$ cat src/rtl/song_recorder_pkg.sv
// Shared constants, FSM state codes and the key-to-note encoder for the song recorder.
// Optional feature macro used by the top: REC_REST_TRIM_EN.
package song_recorder_pkg;

  localparam int KEY_W   = 7;
  localparam int PITCH_W = 2;
  localparam int CODE_W  = 3;
  localparam int NOTE_W  = PITCH_W + CODE_W;

  typedef logic [NOTE_W-1:0] note_t;

  localparam logic [2:0]  REC_MODE  = 3'b101;
  localparam note_t       NOTE_REST = 5'b00000;

  localparam logic [1:0] ST_IDLE = 2'd0;
  localparam logic [1:0] ST_ARM  = 2'd1;
  localparam logic [1:0] ST_REC  = 2'd2;
  localparam logic [1:0] ST_DONE = 2'd3;

  // Lowest pressed key wins; a rest is always the all-zero note regardless of pitch.
  function automatic note_t note_encode(input logic [KEY_W-1:0] key,
                                        input logic [PITCH_W-1:0] pitch);
    logic [CODE_W-1:0]  code;
    logic [PITCH_W-1:0] oct;
    code = '0;
    for (int i = KEY_W - 1; i >= 0; i--) begin
      if (key[i]) code = CODE_W'(i + 1);
    end
    oct = (pitch == 2'b11) ? 2'b00 : pitch;
    if (code == '0) return NOTE_REST;
    return {oct, code};
  endfunction

endpackage

$ cat src/rtl/song_recorder_key_debouncer.sv
// Debounces the encoded {pitch, key_code} note: the output follows only after the
// same note has been sampled DEBOUNCE_CYCLES consecutive clocks.
module song_recorder_key_debouncer
  import song_recorder_pkg::*;
#(
  parameter int DEBOUNCE_CYCLES = 1_000_000
) (
  input  logic               clk,
  input  logic               rst,
  input  logic [KEY_W-1:0]   key,
  input  logic [PITCH_W-1:0] pitch,
  output note_t              note
);

  localparam int CNT_W = $clog2(DEBOUNCE_CYCLES + 1);

  note_t            raw_note;
  note_t            cand;
  logic [CNT_W-1:0] cnt;

  assign raw_note = note_encode(key, pitch);

  // NOTE: sequential state uses <= so every register samples pre-edge values; = here would chain updates within one edge.
  always_ff @(posedge clk) begin
    if (rst) begin
      cand <= NOTE_REST;
      cnt  <= '0;
      note <= NOTE_REST;
    end else if (raw_note != cand) begin
      cand <= raw_note;
      cnt  <= CNT_W'(1);
    end else if (cnt >= CNT_W'(DEBOUNCE_CYCLES - 1)) begin
      note <= cand;
    end else begin
      cnt <= cnt + CNT_W'(1);
    end
  end

endmodule

$ cat src/rtl/song_recorder.sv
// Records debounced keyboard notes as {note, duration} entries into a song RAM with a
// registered read port for playback. Define REC_REST_TRIM_EN to drop a trailing rest on stop.
module song_recorder
  import song_recorder_pkg::*;
#(
  parameter int  TICK_CYCLES     = 6_250_000,
  parameter int  DEBOUNCE_CYCLES = 1_000_000,
  parameter int  DEPTH           = 256,
  parameter int  DUR_W           = 6,
  localparam int ADDR_W          = $clog2(DEPTH),
  localparam int ENTRY_W         = NOTE_W + DUR_W
) (
  input  logic               clk,
  input  logic               rst,
  input  logic [2:0]         mode,
  input  logic [KEY_W-1:0]   key,
  input  logic [PITCH_W-1:0] pitch,
  input  logic               rec_start,
  input  logic               rec_stop,
  input  logic [ADDR_W-1:0]  rd_addr,
  output logic [ENTRY_W-1:0] rd_data,
  output logic [ADDR_W:0]    length,
  output logic               recording,
  output logic               full
);

  localparam int               TICK_W  = $clog2(TICK_CYCLES + 1);
  localparam logic [DUR_W-1:0] DUR_MAX = {DUR_W{1'b1}};

  note_t deb_note;

  song_recorder_key_debouncer #(
    .DEBOUNCE_CYCLES(DEBOUNCE_CYCLES)
  ) u_debouncer (
    .clk  (clk),
    .rst  (rst),
    .key  (key),
    .pitch(pitch),
    .note (deb_note)
  );

  logic [1:0]         state, state_d;
  logic [ADDR_W:0]    wr_ptr, wr_ptr_d;
  logic [ADDR_W:0]    length_d;
  logic               full_d;
  note_t              cur_note, cur_note_d;
  logic [DUR_W-1:0]   dur, dur_d, close_dur;
  logic [TICK_W-1:0]  tick_ctr, tick_ctr_d;
  logic               tick, stop_req, note_change;
  logic               close_keep, stop_keep;
  logic               wr_en;
  logic [ENTRY_W-1:0] wr_data;

  assign tick        = (tick_ctr == TICK_W'(TICK_CYCLES - 1));
  assign stop_req    = rec_stop || (mode != REC_MODE);
  assign note_change = (deb_note != cur_note);
  // A tick landing on the closing cycle still counts toward the entry, capped at DUR_MAX.
  assign close_dur   = (tick && dur != DUR_MAX) ? dur + DUR_W'(1) : dur;
  assign close_keep  = (close_dur != '0);

`ifdef REC_REST_TRIM_EN
  assign stop_keep = close_keep && (cur_note != NOTE_REST);
`else
  assign stop_keep = close_keep;
`endif

  // NOTE: every output of this block gets a default first, so no path leaves one unassigned and no latch is inferred.
  always_comb begin
    state_d    = state;
    wr_ptr_d   = wr_ptr;
    length_d   = length;
    full_d     = full;
    cur_note_d = cur_note;
    dur_d      = dur;
    tick_ctr_d = tick_ctr;
    wr_en      = 1'b0;
    wr_data    = {cur_note, close_dur};

    case (state)
      ST_IDLE: begin
        if (rec_start && !rec_stop && mode == REC_MODE) begin
          state_d  = ST_ARM;
          wr_ptr_d = '0;
          full_d   = 1'b0;
        end
      end
      ST_ARM: begin
        if (stop_req) begin
          length_d = '0;
          state_d  = ST_IDLE;
        end else if (deb_note != NOTE_REST) begin
          state_d    = ST_REC;
          cur_note_d = deb_note;
          dur_d      = '0;
          tick_ctr_d = '0;
        end
      end
      ST_REC: begin
        if (stop_req) begin
          wr_en    = stop_keep;
          length_d = wr_ptr;
          state_d  = ST_IDLE;
        end else if (note_change) begin
          wr_en      = close_keep;
          cur_note_d = deb_note;
          dur_d      = '0;
          tick_ctr_d = '0;
        end else if (tick) begin
          tick_ctr_d = '0;
          if (dur == DUR_MAX) begin
            // Saturated: emit a full-length entry and keep timing the same note.
            wr_en = 1'b1;
            dur_d = '0;
          end else begin
            dur_d = dur + DUR_W'(1);
          end
        end else begin
          tick_ctr_d = tick_ctr + TICK_W'(1);
        end
      end
      ST_DONE: begin
        if (rec_start || mode != REC_MODE) state_d = ST_IDLE;
      end
      default: state_d = ST_IDLE;
    endcase

    if (wr_en) begin
      wr_ptr_d = wr_ptr + (ADDR_W+1)'(1);
      if (wr_ptr == (ADDR_W+1)'(DEPTH - 1)) begin
        full_d   = 1'b1;
        length_d = (ADDR_W+1)'(DEPTH);
        state_d  = ST_DONE;
      end else if (state == ST_REC && stop_req) begin
        length_d = wr_ptr + (ADDR_W+1)'(1);
      end
    end
  end

  always_ff @(posedge clk) begin
    if (rst) begin
      state    <= ST_IDLE;
      wr_ptr   <= '0;
      length   <= '0;
      full     <= 1'b0;
      cur_note <= NOTE_REST;
      dur      <= '0;
      tick_ctr <= '0;
    end else begin
      state    <= state_d;
      wr_ptr   <= wr_ptr_d;
      length   <= length_d;
      full     <= full_d;
      cur_note <= cur_note_d;
      dur      <= dur_d;
      tick_ctr <= tick_ctr_d;
    end
  end

  assign recording = (state == ST_ARM) || (state == ST_REC);

  logic [ENTRY_W-1:0] mem [DEPTH];

  // NOTE: the song RAM has no reset so it maps onto block RAM; length=0 already hides stale entries.
  always_ff @(posedge clk) begin
    if (wr_en) mem[wr_ptr[ADDR_W-1:0]] <= wr_data;
  end

  // Addresses at or past the committed length read as the end-of-song marker.
  always_ff @(posedge clk) begin
    if (rst) begin
      rd_data <= '0;
    end else if ({1'b0, rd_addr} < length) begin
      rd_data <= mem[rd_addr];
    end else begin
      rd_data <= '0;
    end
  end

endmodule

$ cat config.mk
export PLATFORM = sky130hd
export DESIGN_NAME = song_recorder
export DESIGN_NICKNAME = d
export VERILOG_FILES = /design/src/rtl/song_recorder_pkg.sv /design/src/rtl/song_recorder_key_debouncer.sv /design/src/rtl/song_recorder.sv
export SDC_FILE = /design/constraint.sdc
export NUM_CORES = 2
export LEC_CHECK = 0
export CAP_MARGIN = 40
export CELL_PAD_IN_SITES_DETAIL_PLACEMENT = 0
export CELL_PAD_IN_SITES_GLOBAL_PLACEMENT = 1
export CORE_MARGIN = 3
export CORE_UTILIZATION = 50
export DETAILED_ROUTE_END_ITERATION = 8
export PLACE_DENSITY = 0.85
export SYNTH_ARGS = -nofsm -noshare
export SYNTH_HDL_FRONTEND = slang
export SYNTH_SLANG_ARGS = --single-unit
export TNS_END_PERCENT = 1
$ cat constraint.sdc
create_clock -name clk -period 11.1 [get_ports clk]
set_clock_uncertainty 0.2 [all_clocks]
set_input_delay 1.11 -clock clk [delete_from_list [all_inputs] [get_ports clk]]
set_output_delay 1.11 -clock clk [all_outputs]
set_load 0.02 [all_outputs]
==> results.sh <==
export IMPL_synthMuxAreaShare=0.156
export IMPL_synth_compound_gate_area_share=0.0287
export IMPL_area_delta_synth_final_pct=13.8
export IMPL_rsz0062_at_grt="no"
export IMPL_fp_dieArea_um2=232000
export IMPL_dp_hpwl_mm=164
export IMPL_cts_buffers_inserted=294
export IMPL_post_synth_fa_ha_maj_area_fraction=0.00211
export IMPL_drc=0
export IMPL_cts_tree="built"
export IMPL_max_slew_margin=0.294
export IMPL_core_area_um2=223000
export IMPL_yosys_warnings=0
export IMPL_synth_edf_count=2816
export IMPL_path_cells="buf_6 > buf_4 > or3b_4 > buf_4 > o22ai_1 > a2111oi_0 > nor3_1 > buf_4 > a22oi_1 > nand2_1"
export IMPL_syn_instance_count=5491
export IMPL_synthDistinctLibCells=66
export IMPL_fmax_mhz=199
export IMPL_yosysSeqAreaShare=0.766
export IMPL_syn_avg_cell_area_um2=20.6
export IMPL_cp_slowest_cell="or3b_4"
export IMPL_tns_ns=0
export IMPL_hold_buffers=0
export IMPL_p_comb_frac=0.023
export IMPL_intPower_mw=17.6
export IMPL_path_max_fanout=50
export IMPL_crit_start="rd_addr[2]"
export IMPL_hold_viol=0
export IMPL_drtIter0Drc=8304
export IMPL_clkTransAtPathRegs_ns=0.06
export IMPL_start_kind="input port"
export IMPL_reg2regPathDepth=8
export IMPL_synthXorXnorAreaFrac=0.00419
export IMPL_postCtsSetupRepairBufs=0
export IMPL_power_static_leakage_nw=44.2
export IMPL_cp_arrival_ns=5.60
export IMPL_yosys_most_used_dff="edfxtp_1"
export IMPL_hold_class="register to register"
export IMPL_netSwitchingPower_mw=4.36
export IMPL_hold_start="u_debouncer.cnt[19]"
export IMPL_drtAntennaViolNets=0
export IMPL_peakVddDrop_uv=155
export IMPL_fin_nets=5939
export IMPL_drv_cap=0
export IMPL_critPathKind="input port to register"
export IMPL_htree_num_levels=5
export IMPL_worst_pin_slew_ns=1.03
export IMPL_grt_first_pass_wirelength_mm=409
export IMPL_netlist_top_cells_area="edfxtp_1 75%, mux4_2 12%, mux2i_1 2.6%"
export IMPL_io_pins=46
export IMPL_hold_path_endpoint="u_debouncer.cnt[19]"
export IMPL_swShare=0.199
export IMPL_max_stage_delay_ns=0.83
export IMPL_min_period_ns=5.02
export IMPL_finalWirelength_mm=279
export IMPL_synthArstFlopShare=0
export IMPL_place_gp_congestion=0.830
export IMPL_dr_pass1_iters=6
export IMPL_cp_required_ns=11.68
export IMPL_p_seq_frac=0.541
export IMPL_grt_pass1_vias=58600
export IMPL_synthSimpleGateAreaFrac=0.0298
export IMPL_slew_violations=0
export IMPL_synth_area_um2=113000
export IMPL_finalSetupViolCount=0
export IMPL_cts_max_path_buffers=4
export IMPL_antenna_found_initial=10
export IMPL_drt_vias_per_instance=6.43
export IMPL_rows=173
export IMPL_netlist_area_leader_share=0.749
export IMPL_vias=58400
export IMPL_r2r_start="tick_ctr[14]"
export IMPL_yosysTopAreaCell="edfxtp_1"
export IMPL_syn_nets=5534
export IMPL_start_util=0.505
export IMPL_synth_top_family_by_area="multiplexers"
export IMPL_power_density_nw_per_um2=171
export IMPL_clock_sinks=2912
export IMPL_portBuffers=45
export IMPL_rrSetupSlack_ns=6.20
export IMPL_chipWidth_um=481
export IMPL_cp_end_kind="register"
export IMPL_r2r_end="mem[100][0]"
export IMPL_root_buffer="clkbuf_16"
export IMPL_whs_path_depth=2
export IMPL_hold_slack_ns=0.271
export IMPL_ctsResizeCount=0
export IMPL_drive_gt1_frac=0.248
export IMPL_route_detailed_wl_per_inst_um=30.7
export IMPL_crit_top_cell="buf_4"
export IMPL_grtUsageTotal=0.241
export IMPL_fin_crit_sh=0.453
export IMPL_status="complete, no violations"
export IMPL_clk_latency_ns=0.94
export IMPL_dieHeight_um=481
export IMPL_grt_overflow=0
export IMPL_grt_max_degree=205
export IMPL_power_share_clock=0.435
export IMPL_ys_seq_elements=2912
==> power groups by stage <==
stage / combinational, mW / clock (mW) / sequential, mW
after floorplan: 0.321 / 0 / 12.1
after detailed placement: 0.507 / 0 / 12.1
after CTS: 0.508 / 9.64 / 11.9
after global routing: 0.534 / 10.1 / 11.9
final: 0.511 / 9.55 / 11.9
after global placement: 0.498 / 0 / 12.1
==> per-stage QoR <==
stage | area (um^2) | cells | total power, mW | setup slack, ns | utilization
finish | 128000 | 9075 | 21.9 | 6.08 | 0.575
global route | 128000 | 9074 | 22.5 | 5.87 | 0.575
CTS | 128000 | 9068 | 22.0 | 6.15 | 0.575
detailed placement | 119000 | 8570 | 12.6 | 5.21 | 0.534
global placement | 117000 | 8276 | 12.6 | 4.77 | 0.522
floorplan | 113000 | 5491 | 12.4 | 0.288 | -
==> area by class of cell <==
type	count	area (um^2)
well taps	2975	3720
clock buffers	352	7750
fillers	15500	94900
repair buffers	427	4010
multi-input cells	2234	25100
inverters	27	101
clock inverters	146	1350
diodes	2	5.00
flip-flops and latches	2912	86500
==> sequential cells by signal, summed over array words and instances (netlist names), 6 cells and up <==
register,cells
length,9
mem,2816
wr_ptr,9
tick_ctr,23
rd_data,11
dur,6
u_debouncer.cnt,20
==> synthesized netlist by cell type, types with 4 or more instances <==
cell type,instances
nor4_1,8
buf_1,45
a2111oi_0,43
a21o_1,4
or2_2,5
nor2_1,392
nand2_1,113
a21oi_1,41
a211oi_1,48
nand2b_1,6
nand3b_1,4
nand3_1,35
and3_1,14
dfxtp_1,96
o21a_1,4
a22oi_1,29
xnor2_1,32
o221ai_1,43
mux2i_1,298
edfxtp_1,2816
buf_6,11
mux4_2,616
inv_1,27
or4_1,6
nand4_1,17
o22ai_1,133
a221oi_1,44
ha_1,19
and2_1,6
buf_2,83
nor3_1,64
clkbuf_1,178
nor2b_1,13
nand3_4,12
mux2_2,68
nor3b_1,4
a31oi_1,4
o21ai_0,43
xor2_1,22
==> worst max-delay path: cells and delay by family <==
| family | cells | cell delay [ns] |
|---|---|---|
| AOI/OAI and AO/OA | 3 | 1.22 |
| buffers and inverters | 4 | 1.99 |
| and+or+nand+nor | 3 | 1.16 |
==> cells by family (layout without fill, tap and decap cells) <==
logic type	count (synthesis)	count (layout)
and+or+nand+nor	723	723
other	0	2
adders and majority gates	19	19
buffers and inverters	345	952
AOI/OAI and AO/OA	456	456
muxes	982	982
DFF	2912	2912
xor gates and xnor gates	54	54
==> metal layers <==
metal  routed length, um  track usage  vias to the layer above
li1                    -            -                    23600
met1              102000        0.333                    30200
met2              133000        0.378                     3952
met3               32300       0.0560                      621
met4               11300       0.0912                        6
met5                  43            0                        -
==> how the worst max path moves through the flow <==
stage | cells past startpoint | end
final | 10 | rd_data[5]
after detailed placement | 11 | rd_data[5]
after global placement | 10 | rd_data[5]
after global routing | 11 | rd_data[5]
after floorplan | 7 | mem[0][3]
after CTS | 10 | mem[230][8]
==> cell usage in the layout, fill, tap and decap left out, types with 14 or more instances in the layout <==
| master | instances |
|---|---|
| edfxtp_1 | 2816 |
| mux4_2 | 616 |
| nor2_1 | 387 |
| clkbuf_16 | 302 |
| mux2i_1 | 298 |
| buf_4 | 256 |
| o22ai_1 | 133 |
| nand2_1 | 113 |
| dfxtp_1 | 91 |
| buf_6 | 78 |
| mux2_2 | 67 |
| nor3_1 | 63 |
| clkinv_2 | 52 |
| clkbuf_1 | 49 |
| a211oi_1 | 48 |
| clkinv_1 | 47 |
| a221oi_1 | 44 |
| o21ai_0 | 43 |
| o221ai_1 | 43 |
| a2111oi_0 | 42 |
| clkdlybuf4s50_1 | 41 |
| a21oi_1 | 40 |
| nand3_1 | 35 |
| xnor2_1 | 29 |
| a22oi_1 | 29 |
| inv_1 | 27 |
| bufinv_16 | 24 |
| xor2_1 | 21 |
| ha_1 | 19 |
| nand4_1 | 17 |
| and3_1 | 14 |
| buf_12 | 14 |
Power figures use the tool's default switching activity.
